`src/rtl/mux_reg_arbiter.sv`:
```
// mux_reg_arbiter: round-robin write/clear arbiter driving a shared 2:1 mux register, with q readback check
module mux_reg_arbiter #(
  parameter int WIDTH = 1
) (
  input  logic             clk,
  input  logic             rst,
  input  logic             req0_i,
  input  logic [WIDTH-1:0] data0_i,
  input  logic             req1_i,
  input  logic [WIDTH-1:0] data1_i,
  input  logic             clr_req_i,
  input  logic [WIDTH-1:0] q_i,
  output logic             sel_o,
  output logic [WIDTH-1:0] d0_o,
  output logic [WIDTH-1:0] d1_o,
  output logic             reg_rst_o,
  output logic             gnt0_o,
  output logic             gnt1_o,
  output logic             clr_ack_o,
  output logic             err_o,
  output logic             busy_o
);
  typedef enum logic [1:0] {IDLE, LOAD, CLEAR, VERIFY} state_t;
  state_t state_q, state_d;
  logic ptr_q, owner_q, owner_d, is_clr_q, go_wr, start_clr, start_wr, vfy;
  logic sel_q, gnt0_q, gnt1_q, clr_ack_q, err_q;
  logic [WIDTH-1:0] exp_q, d0_q, d1_q;
  always_comb begin
    go_wr = req0_i | req1_i;
    owner_d = (req0_i & req1_i) ? ptr_q : req1_i;
    start_clr = (state_q == IDLE) & clr_req_i;
    start_wr = (state_q == IDLE) & ~clr_req_i & go_wr;
    vfy = state_q == VERIFY;
    state_d = state_q == IDLE ? (clr_req_i ? CLEAR : go_wr ? LOAD : IDLE)
            : vfy ? IDLE : VERIFY;
  end
  always_ff @(posedge clk) begin
    if (rst) begin
      state_q <= IDLE;
      ptr_q <= 1'b0;
      owner_q <= 1'b0;
      is_clr_q <= 1'b0;
      exp_q <= '0;
      sel_q <= 1'b0;
      d0_q <= '0;
      d1_q <= '0;
      gnt0_q <= 1'b0;
      gnt1_q <= 1'b0;
      clr_ack_q <= 1'b0;
      err_q <= 1'b0;
    end else begin
      state_q <= state_d;
      gnt0_q <= vfy & ~is_clr_q & ~owner_q;
      gnt1_q <= vfy & ~is_clr_q & owner_q;
      clr_ack_q <= vfy & is_clr_q;
      err_q <= vfy & (q_i != exp_q);
      if (vfy & ~is_clr_q) ptr_q <= ~owner_q;
      if (start_clr) begin
        is_clr_q <= 1'b1;
        exp_q <= '0;
      end else if (start_wr) begin
        is_clr_q <= 1'b0;
        owner_q <= owner_d;
        sel_q <= owner_d;
        exp_q <= owner_d ? data1_i : data0_i;
        if (owner_d) d1_q <= data1_i;
        else d0_q <= data0_i;
      end
    end
  end
  assign sel_o = sel_q;
  assign d0_o = d0_q;
  assign d1_o = d1_q;
  assign reg_rst_o = rst | (state_q == CLEAR);
  assign gnt0_o = gnt0_q;
  assign gnt1_o = gnt1_q;
  assign clr_ack_o = clr_ack_q;
  assign err_o = err_q;
  assign busy_o = state_q != IDLE;
endmodule
```
`config.mk`:
```
export PLATFORM = sky130hd
export DESIGN_NAME = mux_reg_arbiter
export DESIGN_NICKNAME = d
export VERILOG_FILES = /design/src/rtl/mux_reg_arbiter.sv
export SDC_FILE = /design/constraint.sdc
export NUM_CORES = 1
export LEC_CHECK = 0
export ABC_AREA = 1
export CAP_MARGIN = 20
export CORE_MARGIN = 4
export CORE_UTILIZATION = 35
export CTS_CLUSTER_SIZE = 28
export DETAILED_ROUTE_END_ITERATION = 6
export PLACE_DENSITY_LB_ADDON = 0.3
export SETUP_SLACK_MARGIN = 0.3
export SYNTH_ARGS = -nofsm -noshare
export SYNTH_HDL_FRONTEND = slang
export SYNTH_SLANG_ARGS = --single-unit
export TNS_END_PERCENT = 50
```
`constraint.sdc`:
```
create_clock -name clk -period 0.9 [get_ports clk]
set_input_delay 0.135 -clock clk [delete_from_list [all_inputs] [get_ports clk]]
set_output_delay 0.135 -clock clk [all_outputs]
set_load 0.01 [all_outputs]
```
==> results of run 1 <==
==> timing repair <==
action	4_1_cts	5_1_grt
gates resized for setup	46	13
buffers inserted	0	1
pin swaps	3	5
setup endpoints to repair	21	21
cloned	0	0
==> cells in the mapped netlist <==
cell type   n  area share
nor3_1      2       0.020
nor2_2      2       0.024
nand3_2     2       0.039
nand3_1     4       0.039
nand2_2     3       0.037
nand2_1    10       0.073
a21oi_1     3       0.029
o21ai_0     3       0.029
dfxtp_1    12        0.47
inv_1      14        0.10
nor2_1     11       0.081
inv_2       1      0.0073
xnor2_1     1       0.017
nor2_4      1       0.022
o21ai_1     1      0.0098
==> layout make-up <==
class,instances,area [µm²]
multi-input cells,43,270.3
flip-flops and latches,12,246.5
inverters,15,61.31
well taps,15,18.77
clock buffers,4,36.28
repair buffers,23,193.9
fillers,128,506.7
==> worst min-delay path: stages <==
cell             delay, ns
clkdlybuf4s50_1       0.41
xnor2_1               0.13
nor2_1                0.04
==> through the flow <==
step / utilization / TNS (ns) / setup slack, ns / cells / hold WS [ns]
final: 0.6201 / -0.9392 / -0.1720 / 112 / 0.4881
after global routing: 0.6201 / -1.675 / -0.2397 / 112 / 0.4991
after CTS: 0.5863 / -1.066 / -0.1983 / 111 / 0.4857
after detailed placement: 0.5610 / -3.364 / -0.5229 / 107 / 0.4701
after global placement: 0.5610 / -3.158 / -0.4978 / 107 / 0.4677
after floorplan: - / 0 / 0.02656 / 70 / 0.1967
==> layer usage <==
layer	GRT usage	vias up
met5	0	-
met4	0.08523	0
met3	0.07031	4
met2	0.2033	11
met1	0.1274	229
li1	-	268
==> state kept, by name, indices dropped and copies added (netlist names) <==
signal	cells
d0_o	1
ptr_q	1
exp_q	1
gnt1_o	1
sel_o	1
gnt0_o	1
d1_o	1
state_q	2
is_clr_q	1
clr_ack_o	1
err_o	1
==> report_power, final <==
group	switching, W	internal, W
clock network	0.000171	0.000246
logic	0.000182	0.000170
registers	0.0000242	0.000573
==> cell families after synthesis <==
group                     after synthesis  share of synthesized area
AOI/OAI and AO/OA                       7                    0.06843
xor gates and xnor gates                1                    0.01712
buffers and inverters                  15                     0.1100
DFF                                    12                     0.4694
and+or+nand+nor                        35                     0.3350
==> path summary, 6_finish.rpt <==
check                           slack [ns]       start         to
worst max register to register       -0.17  state_q[1]       d0_o
worst max-delay path                 -0.17  state_q[1]  reg_rst_o
worst min-delay path                  0.49         q_i      err_o
worst min register to register        0.49        d1_o       d1_o
==> reports/qor.yml, run 1 <==
synthesis:
  syn-num-nets: 78
  syn_area_um2: 511.7
  synth_seq_cells: 12
  ys_seq_area_frac: 0.4694
  synth-warning-count: 0
  synthCells: 70
  avgSynthCellArea_um2: 7.311
  ys_types: 15
worst_hold_path:
  holdPathStages: 3
  hold_class: "in -> reg"
setup_path:
  crit_cells: 3
  cpMaxStageDelayCell: "dfxtp_2"
  crit_buf_inv: 2
  required_ns: 0.76
  crit_type: "reg -> out"
  cpLargestDelayFamily: "flip-flops"
  crit_chain: "inv_1 -> o21ai_1 -> buf_2"
  cpPeakStageDelay_ns: 0.34
  start_kind: "flop"
  reg2regPathDepth: 7
  cp_max_fo: 2
  arrival_ns: 0.94
  worstSetupEndpointType: "output port"
placed_design:
  dpl-instance-area_um2: 748.2
  io_buffer_count: 16
  place_congestion: 0.7417
  hpwl_um: 827.2
layout:
  areaGrowthSynthToFinish_pct: 61.61
  drive_gt1_frac: 0.4845
  fin_area_um2: 827.0
  antenna_cells: 0
  final_common_cell: "inv_1"
  final_cell_mix: "inv_1 (12), nor2_1 (10), dfxtp_1 (7), clkdlybuf4s50_1 (7)"
  nNetsFinal: 106
run:
  max_cap_viol_count: 0
power_and_ir_drop:
  ir_drop_mv: 1.265
  design_power_total_w: 0.001367
  power.density_nw_per_um2: 1652
  p_leak_nw: 0.4062
sta:
  rsz0062_at_grt: "true"
  max_freq_mhz: 932.8
  worst_slew_pin_slew_ns: 0.1990
  drv_slew: 0
  period_share: 1.191
  relSlewSlack: 0.8660
  fin_worst_skew_ns: 0.006314
  fin_ws_ns: -0.1720
  finalSetupViolations: 11
  final-hold-violation-count: 0
  period_needed_ns: 1.072
floorplanning:
  start_util: 0.3837
  core_um2: 1334
  die_w_um: 46.24
  dieHeight_um: 46.24
  rows: 13
  die_area_um2: 2138
  io_pins: 17
clock_tree:
  cts.path.max_buffers: 2
  clk_pin_slew_ns: 0.07
  htree_levels: 1
  cts_tree: "yes"
  hold_buffers: 0
  cts_inserted_buffers: 3
  root_buffer: "clkbuf_4"
  clk_latency_ns: 0.27
  clock_sinks: 12
detailed_routing:
  highest_layer: "met4"
  ant_nets: 0
  avgRoutedWirePerCell_um: 10.29
  dr_total_vias: 512
  met3_length_um: 88
  route.detailed.drc: 0
  wl_met1_um: 443
  wirelength_mm: 1.152
  vias_per_cell: 4.571
  wl_met2_um: 596
  dr.pass1.iters: 2
  drt_iter0_markers: 1
run_status:
  status: "complete, but fails checks"
  violations: "setup timing"
global_routing:
  grt_max_degree: 8
  overflow: 0
  antenna_found_initial: 0
  grt_pass1_vias: 477
  grtUsageTotal: 0.1283
  grt_first_pass_wirelength_mm: 1.821
Note: power is estimated with default switching activity, not from simulation.
==> run 2: changes to the inputs <==
Clock period 0.9 ns to 1.2 ns, I/O delays scaled along.
==> run 2 against run 1 <==
Effect of this change:
- critical path type unchanged
- final area decreased by 6.2%
- largest power group unchanged
- largest cell class is now flip-flops and latches
- highest routed layer is now met3
- sequential power down 25%
- total power is 27% lower
- first-iteration DRC count rose to 3.0 times the previous value
- clock-buffer cell count did not move
- via count fell by 2.1%
- the flow now finishes without violations
==> reports/qor.yml, run 2 (synthesis results as in run 1) <==
worst_hold_path:
  hold_start: "rst"  # was q_i
  holdPathStages: 3  # unchanged
  hold-path-endpoint: "state_q[0]"  # was err_o
  hold_class: "in -> reg"  # unchanged
power_and_ir_drop:
  p_leak_nw: 0.3882  # was 0.4062 nW
  ir_drop_mv: 1.147  # was 1.265 mV
  pwr-share-comb: 0.236  # was 0.258
  seqPwrFrac: 0.449  # was 0.437
  p_clk_frac: 0.315  # was 0.305
  p_sw_w: 0.0002703  # was 0.0003767 W
  internal_power_w: 0.0007313  # was 0.0009898 W
  swShare: 0.2698  # was 0.2757
  power.density_nw_per_um2: 1291  # was 1652 nW/µm²
sta:
  period_needed_ns: 1.080
  finalSetupViolations: 0  # was 11
  final-hold-violation-count: 0  # unchanged
  rsz0062_at_grt: "true"  # unchanged
  drv_slew: 0  # unchanged
  relSlewSlack: 0.8711  # was 0.8660
  worst_slew_pin_slew_ns: 0.1914  # was 0.1990 ns
  holdWs_ns: 0.3739  # was 0.4881 ns
  max_freq_mhz: 926.2
  fin_worst_skew_ns: 0.01026  # was 0.006314 ns
  period_share: 0.8998
  fin_tns_setup_ns: 0  # was -0.9392 ns
layout:
  final_common_cell: "nor2_1"  # was inv_1
  antenna_cells: 0  # unchanged
  largest_register_ffs: 2  # unchanged
  regMostFlops: "state_q"  # unchanged
  final_cell_mix: "nor2_1 (11), inv_1 (10), nand2_1 (8), dfxtp_1 (7), buf_2 (7)"  # was inv_1 (12), nor2_1 (10), dfxtp_1 (7), clkdlybuf4s50_1 (7)
  drive_gt1_frac: 0.4375  # was 0.4845
  fin_util: 0.5816  # was 0.6201
  areaGrowthSynthToFinish_pct: 51.59  # was 61.61%
  nNetsFinal: 105  # was 106
detailed_routing:
  avgRoutedWirePerCell_um: 9.964  # was 10.29 µm
  vias_per_cell: 4.514  # was 4.571
  ant_nets: 0  # unchanged
  drt_iter0_markers: 3  # was 1
  dr.pass1.iters: 4  # was 2
  wirelength_mm: 1.106  # was 1.152 mm
  dr_total_vias: 501  # was 512
  route.detailed.drc: 0  # unchanged
global_routing:
  grt_pass1_vias: 478  # was 477
  grt_first_pass_wirelength_mm: 1.890  # was 1.821 mm
  grt_max_degree: 8  # unchanged
  grtUsageTotal: 0.1265  # was 0.1283
  antenna_found_initial: 0  # unchanged
  overflow: 0  # unchanged
clock_tree:
  root_buffer: "clkbuf_4"  # unchanged
  clock_sinks: 12  # unchanged
  clk_latency_ns: 0.27  # about the same
  htree_levels: 1  # unchanged
  clk_pin_slew_ns: 0.08  # was 0.07 ns
  cts_tree: "yes"  # unchanged
  cts_inserted_buffers: 3  # unchanged
  cts.path.max_buffers: 2  # unchanged
setup_path:
  start_kind: "flop"  # unchanged
  worstSetupEndpointType: "output port"  # unchanged
  crit_buf_inv: 2  # unchanged
  cpMaxStageDelayCell: "dfxtp_2"  # unchanged
  crit_type: "reg -> out"  # unchanged
  required_ns: 1.02  # was 0.76 ns
  r2r_end: "d0_o"  # unchanged
  cpLargestDelayFamily: "flip-flops"  # unchanged
  worstReg2RegStart: "state_q[1]"  # unchanged
  cp_max_fo: 2  # unchanged
  reg2reg_setup_slack_ns: 0.12  # was -0.17 ns
  arrival_ns: 0.90  # was 0.94 ns
  crit_chain: "inv_2 -> o21ai_1 -> buf_2"  # was inv_1 -> o21ai_1 -> buf_2
  reg2regPathDepth: 7  # unchanged
  cpPeakStageDelay_ns: 0.35  # was 0.34 ns
floorplanning:
  rows: 13  # unchanged
  die_area_um2: 2138  # unchanged
  die_w_um: 46.24  # unchanged
  dieHeight_um: 46.24  # unchanged
  core_um2: 1334  # unchanged
  start_util: 0.3837  # unchanged
  io_pins: 17  # unchanged
placed_design:
  hpwl_um: 848.1  # was 827.2 µm
  io_buffer_count: 16  # unchanged
  place_congestion: 0.7333  # was 0.7417
run:
  max_cap_viol_count: 0  # unchanged
run_status:
  status: "completed"  # was complete, but fails checks
-- run 2: timing repair --
action	CTS	global route
gates resized for setup	45	12
pin swaps	0	3
endpoints found under the setup margin	19	21
hold buffers	0	0
setup buffers	1	0
-- run 2: metrics by stage --
step | worst slack (ns) | instances | instance area, µm² | total power (W)
floorplan | 0.2983 | 70 | 511.7 | 0.0005598
global placement | -0.2909 | 106 | 728.2 | 0.0006673
detailed placement | -0.3186 | 106 | 728.2 | 0.0006709
CTS | 0.1104 | 111 | 743.2 | 0.0009790
global route | 0.05313 | 111 | 775.7 | 0.001059
finish | 0.1203 | 111 | 775.7 | 0.001002
-- run 2: final cells by class --
class | count | area, µm²
Multi-Input combinational cell | 43 | 239.0
Fill cell | 123 | 558.0
Clock buffer | 4 | 36.28
Tap cell | 15 | 18.77
Inverter | 15 | 56.30
Timing Repair Buffer | 22 | 178.9
Sequential cell | 12 | 246.5
-- run 2: worst max path at each step --
stage          startpoint         to  slack [ns]  cells after the start
4_1_cts        state_q[1]  reg_rst_o        0.11                      3
6_report       state_q[1]  reg_rst_o        0.12                      3
2_1_floorplan  state_q[1]      exp_q        0.30                      6
3_3_place_gp          rst  reg_rst_o       -0.29                      4
5_1_grt        state_q[1]       d0_o        0.05                      7
3_5_place_dp          rst  reg_rst_o       -0.32                      4
-- run 2: tightest hold or removal path, stage by stage --
cell,delay (ns)
dlygate4sd2_1,0.23
buf_4,0.16
a21oi_1,0.04
-- run 2: power groups by stage --
stage	clock, W	sequential (W)	combinational (W)
floorplan	0	0.000457	0.000103
global route	0.000341	0.000453	0.000264
detailed placement	0	0.000452	0.000219
CTS	0.000318	0.000447	0.000214
global placement	0	0.000451	0.000216
finish	0.000315	0.000450	0.000237
-- run 2: per-layer routing --
metal  up-vias  share of wire  track usage
li1        266              -            -
met1       219           0.42       0.1479
met2        16           0.49       0.2033
met3         0          0.094      0.07422
met4         0              0      0.01705
met5         -              0            0
